## src/rtl/regfile_wb_sched_pkg.sv

```systemverilog
// Shared definitions for the register-file write-back scheduler: source
// indices, the buffered request record and the register-file width codes.
package regfile_wb_pkg;

  localparam int RF_DW   = 64;
  localparam int RF_NREG = 16;

  localparam int SRC_ALU  = 0;
  localparam int SRC_IMM  = 1;
  localparam int SRC_RET  = 2;
  localparam int SRC_LOAD = 3;

  typedef enum logic [1:0] {
    WB_W8  = 2'd0,
    WB_W16 = 2'd1,
    WB_W32 = 2'd2,
    WB_W64 = 2'd3
  } wb_width_e;

  typedef struct packed {
    logic [63:0] data;
    logic [3:0]  sel;
    logic [1:0]  width;
  } wb_req_t;

endpackage

```

## src/rtl/regfile_wb_sched_if.sv

```systemverilog
// Producer/decoder/register-file bundle seen by the write-back scheduler.
interface regfile_wb_sched_if #(
  parameter int NSRC = 4,
  parameter int DW   = 64
);

  logic [NSRC-1:0]    src_valid;
  logic [NSRC-1:0]    src_ready;
  logic [NSRC*DW-1:0] src_data;
  logic [NSRC*4-1:0]  src_sel;
  logic [NSRC*2-1:0]  src_width;

  logic               iss_valid;
  logic [3:0]         iss_sel;
  logic [3:0]         rdasel;
  logic [3:0]         rdbsel;
  logic               rda_busy;
  logic               rdb_busy;

  logic               wb_wr;
  logic [3:0]         wb_sel;
  logic [1:0]         wb_width;
  logic [DW-1:0]      wb_data;
  logic [15:0]        busy_vec;

  modport master (
    output src_valid, src_data, src_sel, src_width,
    output iss_valid, iss_sel, rdasel, rdbsel,
    input  src_ready, rda_busy, rdb_busy,
    input  wb_wr, wb_sel, wb_width, wb_data, busy_vec
  );

  modport slave (
    input  src_valid, src_data, src_sel, src_width,
    input  iss_valid, iss_sel, rdasel, rdbsel,
    output src_ready, rda_busy, rdb_busy,
    output wb_wr, wb_sel, wb_width, wb_data, busy_vec
  );

endinterface

```

## src/rtl/regfile_wb_sched_arb.sv

```systemverilog
// Starvation-aware fixed-priority arbiter: lowest starved index wins,
// otherwise lowest occupied index. Output is one-hot or zero.
module wb_arb #(
  parameter int NSRC = 4
) (
  input  logic [NSRC-1:0] occ_i,
  input  logic [NSRC-1:0] starved_i,
  output logic [NSRC-1:0] grant_o
);

  logic [NSRC-1:0] pool;

  assign pool = (|starved_i) ? starved_i : occ_i;
  // Isolate the lowest set bit.
  assign grant_o = pool & (~pool + NSRC'(1));

endmodule

```

## src/rtl/regfile_wb_sched.sv

```systemverilog
// Write-back scheduler: per-source holding buffers, starvation-aware
// arbitration onto the single register-file write port, RAW scoreboard.
module regfile_wb_sched
  import regfile_wb_pkg::*;
#(
  parameter int NSRC       = 4,
  parameter int STARVE_LIM = 8,
  parameter int DW         = RF_DW
) (
  input logic               clk,
  input logic               reset,
  regfile_wb_sched_if.slave bus
);

  localparam logic [7:0] STARVE_LIM_W = 8'(STARVE_LIM);

  function automatic logic [7:0] age_sat_inc(input logic [7:0] a);
    return (a == 8'hFF) ? a : a + 8'd1;
  endfunction

  logic [NSRC-1:0] occ_q, occ_d;
  logic [NSRC-1:0] starved, grant, ready, accept;
  wb_req_t         buf_q [NSRC];
  wb_req_t         buf_d [NSRC];
  logic [7:0]      age_q [NSRC];
  logic [7:0]      age_d [NSRC];
  wb_req_t         gnt_req;
  logic            wr_q, wr_d;
  wb_req_t         out_q, out_d;
  logic [15:0]     busy_q, busy_d;

  always_comb begin
    starved = '0;
    for (int i = 0; i < NSRC; i++) begin
      starved[i] = occ_q[i] && (age_q[i] >= STARVE_LIM_W);
    end
  end

  wb_arb #(.NSRC(NSRC)) u_arb (
    .occ_i     (occ_q),
    .starved_i (starved),
    .grant_o   (grant)
  );

  // A buffer being drained this cycle can be refilled at the same edge.
  assign ready  = ~occ_q | grant;
  assign accept = bus.src_valid & ready;

  always_comb begin
    gnt_req = '0;
    for (int i = 0; i < NSRC; i++) begin
      if (grant[i]) gnt_req = buf_q[i];
    end
  end

  always_comb begin
    occ_d = '0;
    for (int i = 0; i < NSRC; i++) begin
      occ_d[i] = occ_q[i] & ~grant[i];
      buf_d[i] = buf_q[i];
      age_d[i] = (occ_q[i] & ~grant[i]) ? age_sat_inc(age_q[i]) : 8'd0;
      if (accept[i]) begin
        occ_d[i]       = 1'b1;
        buf_d[i].data  = bus.src_data[i*DW +: DW];
        buf_d[i].sel   = bus.src_sel[i*4 +: 4];
        buf_d[i].width = bus.src_width[i*2 +: 2];
        age_d[i]       = 8'd0;
      end
    end
  end

  always_comb begin
    wr_d  = |grant;
    out_d = wr_d ? gnt_req : out_q;
  end

  // Issue is applied after the clear so a same-edge re-issue stays pending.
  always_comb begin
    busy_d = busy_q;
    if (|grant)        busy_d[gnt_req.sel] = 1'b0;
    if (bus.iss_valid) busy_d[bus.iss_sel] = 1'b1;
  end

  always_ff @(posedge clk) begin
    if (!reset) begin
      occ_q  <= '0;
      wr_q   <= 1'b0;
      out_q  <= '0;
      busy_q <= '0;
      for (int i = 0; i < NSRC; i++) age_q[i] <= 8'd0;
    end else begin
      occ_q  <= occ_d;
      wr_q   <= wr_d;
      out_q  <= out_d;
      busy_q <= busy_d;
      for (int i = 0; i < NSRC; i++) age_q[i] <= age_d[i];
    end
  end

  always_ff @(posedge clk) begin
    for (int i = 0; i < NSRC; i++) buf_q[i] <= buf_d[i];
  end

  assign bus.src_ready = ready;
  assign bus.wb_wr     = wr_q;
  assign bus.wb_sel    = out_q.sel;
  assign bus.wb_width  = out_q.width;
  assign bus.wb_data   = out_q.data;
  assign bus.busy_vec  = busy_q;
  assign bus.rda_busy  = busy_q[bus.rdasel];
  assign bus.rdb_busy  = busy_q[bus.rdbsel];

endmodule

```

## src/flat_wrapper.sv

```systemverilog
// flat-port wrapper written by rule: the top's interface ports become plain ports
module regfile_wb_sched_flat import regfile_wb_pkg::*;
#(
  parameter int NSRC       = 4,
  parameter int STARVE_LIM = 8,
  parameter int DW         = RF_DW
)
  (clk, reset, bus_src_valid, bus_src_data, bus_src_sel, bus_src_width, bus_iss_valid, bus_iss_sel, bus_rdasel, bus_rdbsel, bus_src_ready, bus_rda_busy, bus_rdb_busy, bus_wb_wr, bus_wb_sel, bus_wb_width, bus_wb_data, bus_busy_vec);
  regfile_wb_sched_if #(.NSRC(NSRC), .DW(DW)) bus_i ();
  input logic clk;
  input logic reset;
  input wire logic [$bits(bus_i.src_valid)-1:0] bus_src_valid;
  input wire logic [$bits(bus_i.src_data)-1:0] bus_src_data;
  input wire logic [$bits(bus_i.src_sel)-1:0] bus_src_sel;
  input wire logic [$bits(bus_i.src_width)-1:0] bus_src_width;
  input wire logic [$bits(bus_i.iss_valid)-1:0] bus_iss_valid;
  input wire logic [$bits(bus_i.iss_sel)-1:0] bus_iss_sel;
  input wire logic [$bits(bus_i.rdasel)-1:0] bus_rdasel;
  input wire logic [$bits(bus_i.rdbsel)-1:0] bus_rdbsel;
  output wire logic [$bits(bus_i.src_ready)-1:0] bus_src_ready;
  output wire logic [$bits(bus_i.rda_busy)-1:0] bus_rda_busy;
  output wire logic [$bits(bus_i.rdb_busy)-1:0] bus_rdb_busy;
  output wire logic [$bits(bus_i.wb_wr)-1:0] bus_wb_wr;
  output wire logic [$bits(bus_i.wb_sel)-1:0] bus_wb_sel;
  output wire logic [$bits(bus_i.wb_width)-1:0] bus_wb_width;
  output wire logic [$bits(bus_i.wb_data)-1:0] bus_wb_data;
  output wire logic [$bits(bus_i.busy_vec)-1:0] bus_busy_vec;
  assign bus_i.src_valid = bus_src_valid;
  assign bus_i.src_data = bus_src_data;
  assign bus_i.src_sel = bus_src_sel;
  assign bus_i.src_width = bus_src_width;
  assign bus_i.iss_valid = bus_iss_valid;
  assign bus_i.iss_sel = bus_iss_sel;
  assign bus_i.rdasel = bus_rdasel;
  assign bus_i.rdbsel = bus_rdbsel;
  assign bus_src_ready = bus_i.src_ready;
  assign bus_rda_busy = bus_i.rda_busy;
  assign bus_rdb_busy = bus_i.rdb_busy;
  assign bus_wb_wr = bus_i.wb_wr;
  assign bus_wb_sel = bus_i.wb_sel;
  assign bus_wb_width = bus_i.wb_width;
  assign bus_wb_data = bus_i.wb_data;
  assign bus_busy_vec = bus_i.busy_vec;
  regfile_wb_sched #(.NSRC(NSRC), .STARVE_LIM(STARVE_LIM), .DW(DW)) u_core (.clk(clk), .reset(reset), .bus(bus_i));
endmodule
```

## config.mk

```make
export PLATFORM = sky130hd
export DESIGN_NAME = regfile_wb_sched_flat
export DESIGN_NICKNAME = d
export VERILOG_FILES = /design/src/rtl/regfile_wb_sched_pkg.sv /design/src/rtl/regfile_wb_sched_if.sv /design/src/rtl/regfile_wb_sched_arb.sv /design/src/rtl/regfile_wb_sched.sv /design/src/flat_wrapper.sv
export SDC_FILE = /design/constraint.sdc
export NUM_CORES = 1
export LEC_CHECK = 0
export ABC_AREA = 1
export CAP_MARGIN = 30
export CORE_MARGIN = 4
export CORE_UTILIZATION = 53
export CTS_BUF_LIST = sky130_fd_sc_hd__clkbuf_16
export CTS_CLUSTER_SIZE = 20
export DETAILED_ROUTE_END_ITERATION = 6
export MAX_ROUTING_LAYER = met4
export PLACE_DENSITY = 0.86
export SYNTH_ARGS = -nofsm -noshare
export SYNTH_HDL_FRONTEND = slang
export SYNTH_SLANG_ARGS = --single-unit
export TNS_END_PERCENT = 10
```

## constraint.sdc

```tcl
create_clock -name clk -period 15.9 [get_ports clk]
set_input_delay 2.385 -clock clk [delete_from_list [all_inputs] [get_ports clk]]
set_output_delay 2.385 -clock clk [all_outputs]
set_load 0.005 [all_outputs]
```

==> results of run 1 <==
-- registers in the layout (all words and copies together), names as in the netlist --
register	flops
u_core.buf_q	280
u_core.bus.wb_data	64
u_core.age_q	32
u_core.bus.busy_vec	16
u_core.bus.wb_sel	4
u_core.occ_q	4
u_core.bus.wb_width	2
u_core.bus.wb_wr	1
-- kinds of logic (layout without fill, tap and decap cells) --
family | count (synthesis) | after routing | synth area share
and+or+nand+nor | 421 | 421 | 0.123
AOI/OAI and AO/OA | 284 | 284 | 0.113
xor gates and xnor gates | 11 | 11 | 0.00633
buffers and inverters | 127 | 550 | 0.0363
other | 1 | 14 | 0.000246
adders and majority gates | 8 | 8 | 0.00658
DFF | 403 | 403 | 0.714
-- layout by cell type (no fill, tap or decap), drive strengths merged --
cell type and count:
clkdlybuf4s50 390, edfxtp 280, nand2 238, dfxtp 123, a21oi 119, nand3 98
o21ai 98, inv 81, a41oi 54, nor2 45, clkbuf 43, nand4 21
buf 18, nor3 14, clkinv 13, diode 10, xor2 8, ha 8
a211oi 4, conb 4, xnor2 3, bufinv 3, o211ai 2, or2 2
and3 2, a31oi 2, clkinvlp 2, o21bai 1, a311o 1, o311ai 1
o221ai 1, o31ai 1, nor4 1
-- critical path: stages --
cell	delay (ns)
clkdlybuf4s50_1	0.75
o21ai_0	0.16
a21oi_1	0.14
nor3_1	0.07
a311o_1	0.27
nand2_1	0.09
clkdlybuf4s50_1	0.50
-- worst max-delay path by stage --
| stage | from | end | slack (ns) |
|---|---|---|---|
| floorplan | bus_src_valid[1] | u_core.buf_q[1][0] | 9.56 |
| global placement | bus_rdasel[0] | bus_rda_busy | 9.27 |
| detailed placement | bus_rdasel[0] | bus_rda_busy | 9.22 |
| CTS | bus_rdasel[0] | bus_rda_busy | 9.21 |
| global route | bus_rdasel[0] | bus_rda_busy | 9.04 |
| finish | bus_rdasel[0] | bus_rda_busy | 9.15 |
-- layout make-up --
cell class	instances	area [um2]	share of cell area
Inverter	67	255	0.0122
Sequential cell	403	10900	0.520
Clock inverter	32	214	0.0102
Antenna cell	10	25.0	0.00120
Multi-Input combinational cell	728	3840	0.184
Clock buffer	43	1080	0.0515
Tap cell	378	473	0.0226
Timing Repair Buffer	408	4140	0.198
-- layer usage --
layer  vias up  share of wire
met5         -              0
met4         0          0.054
met3       170           0.10
met2       873           0.49
met1      5683           0.35
li1       5366              -
-- power by group through the flow --
| stage | Sequential, W | Combinational (W) | Clock [W] |
|---|---|---|---|
| floorplan | 0.00127 | 0.000138 | 0 |
| detailed placement | 0.00127 | 0.000345 | 0 |
| CTS | 0.00125 | 0.000349 | 0.000927 |
| global route | 0.00125 | 0.000373 | 0.000972 |
| finish | 0.00125 | 0.000353 | 0.000920 |
| global placement | 0.00126 | 0.000330 | 0 |
-- through the flow --
step / hold WS, ns / power (W) / worst slack (ns)
after floorplan: 0.444 / 0.00140 / 9.56
final: 0.466 / 0.00252 / 9.15
after global routing: 0.483 / 0.00260 / 9.04
after CTS: 0.468 / 0.00252 / 9.21
after detailed placement: 0.460 / 0.00161 / 9.22
after global placement: 0.453 / 0.00159 / 9.27
==> results by group, run 1 <==
Yosys
  – Main synth FF type: edfxtp_1
  – Yosys cell types: 43
  – Gate Count Post-Synth: about 1300
  – Number of synthesized flops with an enable pin: 280
  – Syn_area_per_cell: between 10 and 15 um2
  – Most common cell in the netlist: edfxtp_1
  – Synth Cell Area: 15200 um2
  – Yosys top cell by area: edfxtp_1
  – Async SR Flop Fraction: 0
  – Seq cells post-synth: slightly above 400
  – Synth top area cells: edfxtp_1 (55%), dfxtp_1 (16%), nand2_1 (5.6%), a21oi_1 (3.9%), nand3_1 (3.1%)
  – Seq/Total Area, Yosys: 0.714
  – Yosys warns: 0
  – Share of the synthesized area in the top cell type: 0.552
  – Post-synth top cells: edfxtp_1 (280), nand2_1 (228), dfxtp_1 (123)

Pwr
  – Leakage: 7.27 nW
  – Clk pwr share: 0.365
  – Switch Pwr: just over 0.0006 W
  – Combinational Power Share: 0.140
  – Internal power: around 0.0019 W
  – Worst IR Drop VDD: 106 uV
  – Net Sw Frac: 0.241
  – Reg power frac: 0.495
  – Power per Cell Area: around 120 nW/um2

Cells and area
  – Fillers: between 1500 and 2000
  – Proportion of layout cells with a drive suffix above 1: 0.0666
  – Syn-to-layout area delta: 37.3%
  – Final instance area: about 21000 um2
  – Final nets: between 1500 and 2000
  – Non-Filler Instances: between 2000 and 2500
  – Util after Layout: 0.744

CTS
  – Reg clk slew, reported paths: 0.05 ns
  – Clk buf depth: 3
  – Post-CTS sizing: 0
  – Post-CTS Setup Inserts: 0
  – CTS root buffer: clkbuf_16
  – H-tree levels: 2
  – Clock sink count: 403
  – Total CTS buffers: 41
  – Worst-Skew Late Latency: about 0.54 ns
  – Hold buffer count at cts: 0
  – CTS tree: yes

Global routing
  – Met2 usage: 0.491
  – Largest net degree at the start of global routing: 81
  – Number of global-route vias before repair: 12300
  – Congestion Overflow GR: 0
  – GR peak layer: met2
  – Gr usage total: 0.298
  – Met3 GRT Util: 0.0705
  – Wire length of the first global-routing pass: ~69000 um
  – Met1 Usage GRT: 0.348
  – Initial antenna violation count: 9

Floorplanning
  – I/O pin count: a little under 400
  – Die Ht: around 180 um
  – Row count: slightly above 60
  – Initial Utilization: 0.542
  – Die Width: around 180 um
  – Die area: 31500 um2
  – Core area: roughly 28000 um2

Setup path
  – WP data arrival: roughly 4.4 ns
  – Setup CP Type: input port to output port
  – End of the worst register-to-register path: u_core.bus.wb_data[60]
  – Crit path max fanout: 16
  – FF-to-FF path depth: 16
  – Reg2reg start: u_core.age_q[0][23]
  – Crit end category: output port
  – Crit path launch type: input port
  – WP data required: 13.52 ns
  – Reg-to-reg slack, setup: 12.55 ns

Timing
  – Final min period: between 6 and 7 ns
  – Setup violations, final: 0
  – Post-Route Skew: 0.0197 ns
  – Period utilisation layout: 0.425
  – RSZ-0062 raised after global routing: no
  – Hold Fails Final Rpt: 0
  – Max Slew Vio Count: 0
  – Worst-Margin Slew: between 0.9 and 1 ns
  – Slew HR: 0.337
  – Max Fclk: about 150 MHz
  – Setup total negative slack: 0 ns

Hold path
  – Tightest Hold Check Type: register to register
  – Hold path depth: 2
  – WHS Endpoint: u_core.bus.wb_data[20]
  – Hold wc startpoint: u_core.bus.wb_data[20]

Placed design
  – PortBufs: between 300 and 400
  – Post-detailed-placement half-perimeter wirelength: between 30000 and 40000 um
  – Placer congestion estimate: 0.892
  – Cells after DPL: 1982
  – Post-DP Area: between 15000 and 20000 um2

Route
  – Antenna viol nets, final: 0
  – WL/cell: approximately 23 um
  – First DRT Iteration DRCs: between 1000 and 1500
  – DR vias: 12100
  – Pre-antenna DRT Iters: 7
  – DRC: 3
  – Final WL: roughly 47000 um
  – Via-per-instance ratio: 5.84

Status
  – Outcome: finished with violations
  – Violated checks: DRC

Flow run
  – MaxCap Viol Count: 0
(Power assumes the default switching activity.)
==> inputs of run 2 (changes only) <==
- CORE_UTILIZATION: 53 -> 49
- PLACE_DENSITY: 0.86 -> 0.8
- clock period: 15.9 -> 6.6 ns (I/O delays scaled with it)
==> run 2 against run 1 <==
  * The flow now finishes without violations
  * Die area rose by 7.8%
  * Design area is 0.19% lower
  * Critical path type is now register to output port
  * Clock power rose by 140%
  * First-iteration DRC count down 11%
  * Global-route usage decreased by 2.8 points
  * Worst setup slack lost 7.2 ns
  * Highest routed layer unchanged
  * Via count decreased by 2.5%
==> results by group, run 2 (synthesis results as in run 1) <==
Status
  – Outcome: complete, no violations (was finished with violations)

Hold path
  – Hold path depth: 2 (unchanged)
  – WHS Endpoint: u_core.bus.wb_data[43] (was u_core.bus.wb_data[20])
  – Hold wc startpoint: u_core.bus.wb_data[43] (was u_core.bus.wb_data[20])
  – Tightest Hold Check Type: register to register (unchanged)

Cells and area
  – Commonest non-fill, non-tap cell in the layout: clkdlybuf4s50_1 (unchanged)
  – Non-Filler Instances: 2085 (was 2069)
  – Final nets: 1954 (was 1956)
  – Fillers: 2135 (was 1781)
  – Syn-to-layout area delta: 37.0% (was 37.3%)
  – Most frequent cells in the layout: clkdlybuf4s50_1 (390), edfxtp_1 (280), nand2_1 (228) (unchanged)
  – Largest register FFs: 280 (unchanged)
  – Largest Register: u_core.buf_q (unchanged)
  – Proportion of layout cells with a drive suffix above 1: 0.0691 (was 0.0666)

Route
  – Routed met2 length: 22600 um (was 23000 um)
  – First DRT Iteration DRCs: 1060 (was 1196)
  – Routed length on met3: 4600 um (was 4930 um)
  – Via-per-instance ratio: 5.66 (was 5.84)
  – Met1 wire length: 17000 um (was 16600 um)
  – Pre-antenna DRT Iters: 6 (was 7)
  – DR vias: 11800 (was 12100)
  – DRC: 0 (was 3)
  – Final WL: 46300 um (was 47100 um)
  – Antenna viol nets, final: 0 (unchanged)
  – WL/cell: 22.2 um (was 22.8 um)
  – Top Layer Used: met4 (unchanged)

Timing
  – RSZ-0062 raised after global routing: no (unchanged)
  – Slew HR: 0.333 (was 0.337)
  – Worst-Margin Slew: 1.00 ns (was 0.995 ns)
  – Max Slew Vio Count: 0 (unchanged)
  – Setup violations, final: 0 (unchanged)
  – Hold Fails Final Rpt: 0 (unchanged)
  – Final min period: between 4 and 5 ns
  – Period utilisation layout: 0.706
  – Setup total negative slack: 0 ns (unchanged)
  – Max Fclk: 215 MHz
  – Post-Route Skew: 0.0213 ns (was 0.0197 ns)

Floorplanning
  – Die area: 33900 um2 (was 31500 um2)
  – Initial Utilization: 0.498 (was 0.542)
  – Row count: 64 (was 61)
  – Core area: 30600 um2 (was 28100 um2)
  – Die Ht: 184 um (was 177 um)
  – I/O pin count: 392 (unchanged)
  – Die Width: 184 um (was 177 um)

Setup path
  – Crit-path cells: inv_2 -> nand3_1 -> nand2_1 -> nand2_2 -> nor2_4 -> nand2_2 -> nand2_4 -> nor2_4 -> nand3_2 -> nand2_1 -> clkdlybuf4s50_1 (was clkdlybuf4s50_1 -> o21ai_0 -> a21oi_1 -> nor3_1 -> a311o_1 -> nand2_1 -> clkdlybuf4s50_1)
  – Setup CP Type: register to output port (was input port to output port)
  – Crit end category: output port (unchanged)
  – End of the worst register-to-register path: u_core.bus.wb_data[31] (was u_core.bus.wb_data[60])
  – WP data required: 5.61 ns (was 13.52 ns)
  – Reg-to-reg slack, setup: 2.67 ns (was 12.55 ns)
  – Slowest stage cell, crit path: clkdlybuf4s50_1 (unchanged)
  – WP data arrival: 3.67 ns (was 4.37 ns)
  – Critical Path Max Stage Delay: 0.54 ns (was 0.75 ns)
  – Top delay family on crit path: simple AND/OR/NAND/NOR gates (was buffers and inverters)
  – FF-to-FF path depth: 15 (was 16)
  – Buf/Inv on CP: 2 (unchanged)
  – Reg2reg start: u_core.age_q[0][12] (was u_core.age_q[0][23])
  – Crit path max fanout: 72 (was 16)
  – Crit path launch type: register (was input port)

CTS
  – H-tree levels: 2 (unchanged)
  – Worst-Skew Late Latency: 0.55 ns (was 0.54 ns)
  – Reg clk slew, reported paths: 0.06 ns (was 0.05 ns)
  – CTS tree: yes (unchanged)
  – Clk buf depth: 3 (unchanged)
  – Post-CTS Setup Inserts: 0 (unchanged)
  – CTS root buffer: clkbuf_16 (unchanged)
  – Hold buffer count at cts: 0 (unchanged)
  – Clock sink count: 403 (unchanged)
  – Total CTS buffers: 42 (was 41)
  – Post-CTS sizing: 0 (unchanged)

Pwr
  – Power per Cell Area: 289 nW/um2 (was 121 nW/um2)
  – Internal power: 0.00452 W (was 0.00191 W)
  – Worst IR Drop VDD: 221 uV (was 106 uV)
  – Switch Pwr: 0.00151 W (was 0.000609 W)
  – Reg power frac: 0.498 (was 0.495)
  – Leakage: 7.22 nW (was 7.27 nW)
  – Net Sw Frac: 0.250 (was 0.241)
  – Combinational Power Share: 0.138 (was 0.140)
  – Clk pwr share: 0.365 (about the same)

Global routing
  – Number of global-route vias before repair: 11900 (was 12300)
  – Largest net degree at the start of global routing: 73 (was 81)
  – Wire length of the first global-routing pass: 68100 um (was 69400 um)
  – Gr usage total: 0.269 (was 0.298)
  – Congestion Overflow GR: 0 (unchanged)
  – Initial antenna violation count: 10 (was 9)

Flow run
  – MaxCap Viol Count: 0 (unchanged)

Placed design
  – Placer congestion estimate: 0.972 (was 0.892)
  – Cells after DPL: 1998 (was 1982)
  – Post-detailed-placement half-perimeter wirelength: 30700 um (was 31000 um)
  – PortBufs: 391 (unchanged)
-- run 2: cell types whose count changed in the layout (fill, tap and decap cells not counted), moves of 2 or more --
cell,delta
clkinv_2,+5
inv_1,-6
bufinv_16,-2
buf_16,-2
-- run 2: worst max-delay path by stage --
stage / start / to / slack (ns) / cells after the start
after global routing: u_core.age_q[0][30] / bus_src_ready[3] / 1.72 / 11
final: u_core.age_q[0][27] / bus_src_ready[3] / 1.94 / 11
after global placement: u_core.age_q[0][30] / bus_src_ready[3] / 2.65 / 11
after CTS: u_core.occ_q[1] / bus_src_ready[3] / 1.93 / 9
after detailed placement: u_core.occ_q[1] / bus_src_ready[3] / 2.52 / 9
after floorplan: u_core.age_q[0][12] / u_core.buf_q[1][0] / 1.24 / 11
-- run 2: layout make-up --
cell class,count,area (um2),share of cell area
clock buffer,42,1050,0.0504
inverter,67,255,0.0122
clock inverter,34,240,0.0115
antenna,10,25.0,0.00120
timing repair buffer,405,4070,0.195
sequential,403,10900,0.521
multi-input combinational,728,3840,0.184
tap,396,495,0.0238
-- run 2: layer usage --
metal	vias up	track usage
li1	5338	-
met1	5565	0.332
met2	767	0.437
met3	125	0.0539
met4	0	0.113
met5	-	-
-- run 2: worst reg2reg max path: cells and delay by family, from the launching register on --
kind                   cells  cell delay, ns
buffers and inverters      3            1.65
AND/OR/NAND/NOR           10            1.59
flip-flops                 1            0.33
AO/OA/AOI/OAI              2            0.25
-- run 2: per-stage QoR --
step	worst slack [ns]	util	instance area [um2]	hold WS, ns	total power (W)
after floorplan	1.24	-	15200	0.444	0.00338
after global placement	2.65	0.636	19500	0.452	0.00384
after detailed placement	2.52	0.638	19500	0.460	0.00387
after CTS	1.93	0.680	20800	0.469	0.00606
after global routing	1.72	0.682	20900	0.484	0.00624
final	1.94	0.682	20900	0.467	0.00603
-- run 2: power groups by stage --
stage | Combinational [W] | Clock, W | Sequential [W]
2_1_floorplan | 0.000332 | 0 | 0.00305
3_3_place_gp | 0.000797 | 0 | 0.00305
3_5_place_dp | 0.000821 | 0 | 0.00305
4_1_cts | 0.000828 | 0.00223 | 0.00300
5_1_grt | 0.000884 | 0.00234 | 0.00302
6_report | 0.000830 | 0.00220 | 0.00300
